## config.mk

```make
export PLATFORM = sky130hd
export DESIGN_NAME = pipe_sequencer
export DESIGN_NICKNAME = d
export VERILOG_FILES = /design/src/rtl/pipe_sequencer.sv
export SDC_FILE = /design/constraint.sdc
export NUM_CORES = 1
export LEC_CHECK = 0
export BUFFER_PORTS_ARGS = -buffer_cell sky130_fd_sc_hd__buf_2
export CORE_ASPECT_RATIO = 1.5
export CORE_MARGIN = 3
export CORE_UTILIZATION = 35
export CTS_CLUSTER_DIAMETER = 40
export CTS_CLUSTER_SIZE = 10
export DETAILED_ROUTE_END_ITERATION = 8
export PLACE_DENSITY = 0.75
export SYNTH_ARGS = -nofsm -noshare
export SYNTH_HDL_FRONTEND = slang
export SYNTH_SLANG_ARGS = --single-unit
export TNS_END_PERCENT = 10
```

## constraint.sdc

```tcl
create_clock -name clock -period 4.7 [get_ports clock]
set_input_delay 0.47 -clock clock [delete_from_list [all_inputs] [get_ports clock]]
set_output_delay 0.47 -clock clock [all_outputs]
set_load 0.05 [all_outputs]
```

## src/rtl/pipe_sequencer.sv

```systemverilog
// pipe_sequencer: pipeline control sequencer (IDLE/RUN/FLUSH/STALL/HALT).
// Stage enables, PC load and NOP injection are decoded combinationally
// from the state register plus the current EX-stage inputs.
// Optional feature macro: PIPE_SEQUENCER_PERF_EN adds perf_cycles/perf_stalls.
module pipe_sequencer #(
    parameter int FLUSH_DEPTH = 2,
    parameter int MUL_LAT     = 3
) (
    input  logic        clock,
    input  logic        resetn,
    input  logic        start,
    input  logic        ex_valid,
    input  logic [15:0] ex_op,
    input  logic        branch_taken,
    input  logic [31:0] branch_target,
    output logic        fetch_en,
    output logic        decode_en,
    output logic        exec_en,
    output logic        wb_en,
    output logic        pc_load,
    output logic [31:0] pc_value,
    output logic        nop_inject,
    output logic        halted,
`ifdef PIPE_SEQUENCER_PERF_EN
    output logic [31:0] perf_cycles,
    output logic [31:0] perf_stalls,
`endif
    output logic [2:0]  state
);

    typedef enum logic [2:0] {
        IDLE  = 3'd0,
        RUN   = 3'd1,
        FLUSH = 3'd2,
        STALL = 3'd3,
        HALT  = 3'd4
    } state_t;

    localparam logic [15:0] OP_MUL     = 16'h1000;
    localparam logic [15:0] OP_HLT     = 16'h2000;
    localparam logic [3:0]  FLUSH_CNT  = 4'(FLUSH_DEPTH);
    localparam logic [3:0]  MUL_CNT    = 4'(MUL_LAT - 1);
    localparam logic        MUL_STALLS = (MUL_LAT > 1);

    state_t     cur;
    logic [3:0] cnt;

    // An EX event only counts when the slot is valid and the opcode is a
    // legal one-hot code; anything else behaves as a NOP.
    logic ev_ok, ev_hlt, ev_br, ev_mul;
    assign ev_ok  = ex_valid && $onehot(ex_op);
    assign ev_hlt = ev_ok && (ex_op == OP_HLT);
    assign ev_br  = ev_ok && !ev_hlt && branch_taken;
    assign ev_mul = ev_ok && !ev_hlt && !branch_taken && (ex_op == OP_MUL) && MUL_STALLS;

    // State register and shared flush/stall down-counter.
    always_ff @(posedge clock or negedge resetn) begin
        if (!resetn) begin
            cur <= IDLE;
            cnt <= 4'd0;
        end else begin
            case (cur)
                IDLE: if (start) cur <= RUN;
                RUN: begin
                    if (ev_hlt) begin
                        cur <= HALT;
                    end else if (ev_br) begin
                        cur <= FLUSH;
                        cnt <= FLUSH_CNT;
                    end else if (ev_mul) begin
                        cur <= STALL;
                        cnt <= MUL_CNT;
                    end
                end
                FLUSH, STALL: begin
                    if (cnt == 4'd1) begin
                        cur <= RUN;
                        cnt <= 4'd0;
                    end else begin
                        cnt <= cnt - 4'd1;
                    end
                end
                HALT:    cur <= HALT;
                default: cur <= IDLE;
            endcase
        end
    end

    // Output decode from state plus current EX inputs.
    always_comb begin
        fetch_en   = 1'b0;
        decode_en  = 1'b0;
        exec_en    = 1'b0;
        wb_en      = 1'b0;
        pc_load    = 1'b0;
        pc_value   = 32'd0;
        nop_inject = 1'b0;
        halted     = 1'b0;
        case (cur)
            RUN: begin
                fetch_en  = 1'b1;
                decode_en = 1'b1;
                exec_en   = 1'b1;
                // HLT and a stalling MUL both hold writeback for this cycle.
                wb_en     = !(ev_hlt || ev_mul);
                if (ev_br) begin
                    pc_load  = 1'b1;
                    pc_value = branch_target;
                end
            end
            FLUSH: begin
                fetch_en   = 1'b1;
                decode_en  = 1'b1;
                exec_en    = 1'b1;
                nop_inject = 1'b1;
            end
            STALL:   exec_en = 1'b1;
            HALT:    halted  = 1'b1;
            default: ;
        endcase
    end

    assign state = cur;

`ifdef PIPE_SEQUENCER_PERF_EN
    // Active-cycle and stall-cycle counters; they hold in IDLE and HALT.
    always_ff @(posedge clock or negedge resetn) begin
        if (!resetn) begin
            perf_cycles <= 32'd0;
            perf_stalls <= 32'd0;
        end else begin
            if (cur == RUN || cur == FLUSH || cur == STALL)
                perf_cycles <= perf_cycles + 32'd1;
            if (cur == FLUSH || cur == STALL)
                perf_stalls <= perf_stalls + 32'd1;
        end
    end
`endif

endmodule

```

# Word-level counts from Yosys, hierarchy flattened
# Cells that the tools add are included.
dict set report word_totals {
  ff_bits 7
  output_inout_bits 42
}
dict set report op_classes {
  addsub 16
  n_eq_ne 13
  mux 20
  reduce_logical 17
}
# cell n
set op_table {}
lappend op_table {{$mux 32} 2}
lappend op_table {{$add 1x1->2} 8}
lappend op_table {{$eq 16x13->1 const B} 1}
lappend op_table {{$eq 16x14->1 const B} 1}
lappend op_table {{$mux 4} 4}
lappend op_table {{$mux 3} 5}
lappend op_table {{$add 2x2->3} 4}
lappend op_table {{$pmux 3 s4} 1}
lappend op_table {{$add 3x3->4} 2}
lappend op_table {{$pmux 4 s2} 1}
lappend op_table {{$mux 1} 7}
lappend op_table {{$eq 3x2->1 const B} 2}
lappend op_table {{$logic_and 1x1->1} 6}
lappend op_table {{$ne 2x2->1 const B} 3}
lappend op_table {{$reduce_and 3->1} 2}
lappend op_table {{$add 4x4->5} 1}
lappend op_table {{$eq 5x1->1 const B} 1}
lappend op_table {{$eq 4x1->1 const B} 1}
lappend op_table {{$ne 4x4->1 const B} 1}
lappend op_table {{$reduce_or 2->1} 2}
lappend op_table {{$sub 4x1->4 const B} 1}
lappend op_table {{$eq 3x1->1 const B} 1}
lappend op_table {{$eq 3x3->1 const B} 1}
lappend op_table {{$logic_not 1->1} 3}
lappend op_table {{5 further kinds} 5}

# Logic depth before layout (Yosys ltp)
dict set report depth {
  depth_word 15
  ltp_mapped 15
  mapped_depth_nobuf 14
}

# Worst setup path before layout
# No wires, ideal clock.
dict set report synth_path {
  path_kind {input to output}
  start {input ex_op[5]}
  end {output pc_value[22]}
  arrival_time_ps 4417
  required_ps 4230
  path_slack_ps -187
  cell_stages 15
  path_buffers 1
  path_cell_list {inv_1 > fa_1 > inv_1 > fa_1 > fa_1 > inv_1 > fa_1 > inv_1 > ha_1 > fa_1 > nor4b_1 > o211a_1 > and4b_4 > buf_6 > and2_4}
}
dict set report synth_between {
  elab_chain_len 12
  elab_cells_between_ends 13
  classes_between {add/sub: 4; eq/ne: 2; mux: 2; reduce/logical: 5}
}
# element line
set synth_lines {}
lappend synth_lines {{start: declaration} 13} ;# input logic [15:0] ex_op,
lappend synth_lines {{$add 1x1->2 (not written as such)} 51} ;# assign ev_ok = ex_valid && $onehot(ex_op);
lappend synth_lines {{$add 2x2->3 (not written as such)} 51}
lappend synth_lines {{$add 3x3->4 (not written as such)} 51}
lappend synth_lines {{$add 4x4->5 (not written as such)} 51}
lappend synth_lines {{$eq 5x1->1} 51}
lappend synth_lines {{$logic_and 1x1->1} 51}
lappend synth_lines {{$logic_and 1x1->1} 52} ;# assign ev_hlt = ev_ok && (ex_op == OP_HLT);
lappend synth_lines {{$logic_not 1->1} 53} ;# assign ev_br = ev_ok && !ev_hlt && branch_taken;
lappend synth_lines {{$logic_and 1x1->1 * (2 in series)} 53}
lappend synth_lines {{$mux 32 *} 106} ;# if (ev_br) begin
lappend synth_lines {{$mux 32 *} 99} ;# case (cur)
lappend synth_lines {{end: declaration} 21} ;# output logic [31:0] pc_value,
# Mark *: on every way between the ends. The rest lies on a longest branch, timed or not.

# Worst setup path after layout
dict set report layout_path {
  start {input ex_op[11]}
  end {output pc_value[1]}
}
# Same word-level chain as after synthesis.

==> impl_metrics.yaml <==
sta:
  fin_tns_setup_ps: -9700
  final_hold_viol_count: 0
  relSlewSlack_pct: 71.3
  worst_clock_skew_ps: 2.63
  tightest_slew_ps: 430
  slew_violations: 0
  max_freq_ghz: 0.199
  rsz0062_at_grt: "yes"
  fin_crit_sh_pct: 107
  finalCriticalPeriod_ps: 5020
  setup_viol: 34
  post-route-worst-setup-slack_ps: -323
pwr:
  total_power_mw: 0.794
  power_density_nw_per_um2: 347
  ir_worst_vdd_uv: 293
  p_leak_nw: 1.22
outcome:
  outcome: "finished, violations left"
  violations: "setup timing"
global_routing:
  antenna_found_initial: 0
  grt_pass1_wl_um: 6440
  grt_overflow_total: 0
  grt_pass1_vias: 1432
  grt_max_degree: 18
  grt.total_usage_pct: 20.1
logic_synthesis:
  yosys_warnings: 0
  syn_area_um2: 1230
  synth_area_per_cell_um2: 8.77
  synth_seq_area_share_pct: 14.3
  synthArstFlopShare_pct: 100
  ys.flop_type: "dfrtp_1"
  ys_ff_latch: 7
  synth.net_count: 211
  synth_edf_count: 0
  ys_types: 33
  synthCells: 140
cts:
  cts_made_buffers: 3
  cts_buffer_depth: 2
  cts_hold_buffers: 0
  htreeDepth: 1
  cts.clk_slew.worst_paths_ps: 40
  cts_tree: "yes"
  root_buffer: "clkbuf_8"
  clock_latency_ps: 230
  cts.sink_count: 7
critical_path:
  cp_max_fo: 17
  end_kind: "output port"
  arrival_ps: 4550
  path_buf_inv: 7
  crit_slowest_cell: "fa_1"
  crit_chain: "buf_6, fa_1, inv_1, fa_1, inv_1, fa_1, inv_1, fa_1, inv_2, ha_4, fa_2, nor4b_2, o211a_1, and4b_4, buf_12, and2_2, buf_6"
  critPathTopFamily: "adder cells"
  criticalPathCategory: "primary input to output port"
  path_common_cell: "fa_1"
  crit_path_max_incr_delay_ps: 530
  critPathRequiredTime_ps: 4230
  cp-start-kind: "primary input"
min_path:
  holdCritPathClass: "primary input to asynchronous set/reset pin"
placed_design:
  dpl_cell_area_um2: 1820
  place_inst: 281
  globalplace.congestion: 0.767
  io_buffers: 94
  place_hpwl_um: 2950
drt:
  dr.pass1.iters: 4
  wl_per_cell_um: 14.6
  viasPerCell: 4.70
  dr.first_iter.drc_count: 14
  drtAntennaViolNets: 0
  wirelength_um: 4220
  via_count: 1359
  drc: 0
floorplan:
  initial_utilization_pct: 37.7
  fp-row-count: 25
  core_um2: 3250
  dieWidth_um: 54.4
  io_pins: 95
  die_h_um: 78.5
  dieArea_um2: 4270
final_layout:
  layout_commonest_cell: "buf_2"
  final_util_pct: 70.3
  final_cells: 289
  diodes: 0
  area_growth_syn_to_layout_pct: 86.3
  layout_common_cells: "buf_2 (59), buf_8 (30), and2_4 (29), inv_1 (26), buf_4 (12)"
  drive_gt1_share_pct: 62.7
  final_area_um2: 2290
  final_nets: 321
job:
  maxCapViolations: 0
==> worst register-to-register path: cells and delay by family, from the launching register on <==
family	cells	cell delay (ps)
and+or+nand+nor	2	590
AOI/OAI and AO/OA	3	470
DFF	1	380
adders and majority gates	1	130
buffers and inverters	1	80
==> report_power, final <==
part,internal (mW),leakage (nW),switching (mW)
Combinational,0.265,1.11,0.342
Clock,0.0587,0.0228,0.0257
Sequential,0.0806,0.0867,0.0219
Total,0.404,1.22,0.390
==> final timing paths <==
kind	startpoint	end	slack, ps	cells after the start
min reg2reg	state[2]	state[0]	520	1
max in group asynchronous	resetn	cnt[1]	4470	1
max	ex_op[11]	pc_value[1]	-320	17
max reg2reg	cnt[1]	cnt[2]	2950	7
min	resetn	cnt[2]	70	1
min in group clock	state[2]	state[0]	520	1
==> sequential cells by signal (all words and copies together), names as in the netlist <==
signal,cells
cnt,4
state,3
==> per-layer routing <==
metal | vias to the layer above | part of all wire [%] | track usage [%]
li1 | 665 | - | -
met2 | 51 | 59 | 38.4
met1 | 633 | 32 | 20.7
met4 | 0 | 2.4 | 8.48
met5 | - | 0 | 0
met3 | 10 | 6.4 | 1.90
==> kinds of logic (layout without fill, tap and decap cells) <==
logic type	Yosys count	in the layout	synth area share [%]
compound gates	21	21	11.7
fa+ha+maj	18	18	24.5
buf+inv	32	141	11.9
flops	7	7	14.3
simple gates	62	62	37.6
==> cell usage after synthesis (2+ instances only) <==
library cell  number  area share, %
o21ai_0            6            2.4
buf_6              3            2.8
o221ai_1           2            1.4
nand2b_1           3            1.5
a21oi_1            4            1.6
dfrtp_1            7             14
inv_1             28            8.6
fa_1              10             16
nand2_1            4            1.2
nor2_1             9            2.8
o21a_1             3            1.8
ha_1               8            8.2
nor3_1             2           0.82
and2_4            29             21
and2_1             4            2.0
==> metrics by stage <==
stage,hold WS (ps),worst slack (ps)
after CTS,70.7,-306
final,73.3,-323
after global placement,311,-394
after global routing,73.6,-457
after floorplan,174,-97.4
after detailed placement,314,-443
==> cell type report <==
type | instances | area, um2
Fill cell | 265 | 966
Timing Repair Buffer | 109 | 965
Multi-Input combinational cell | 101 | 942
Sequential cell | 7 | 175
Inverter | 28 | 110
Tap cell | 40 | 50.0
Clock buffer | 4 | 45.0
==> timing repair <==
item | in CTS | in global routing
setup buffers | 1 | 1
cloned | 1 | 1
setup endpoints to repair | 34 | 34
resized for setup | 99 | 6
pin swaps | 7 | 14
Note: power is estimated with default switching activity, not from simulation.
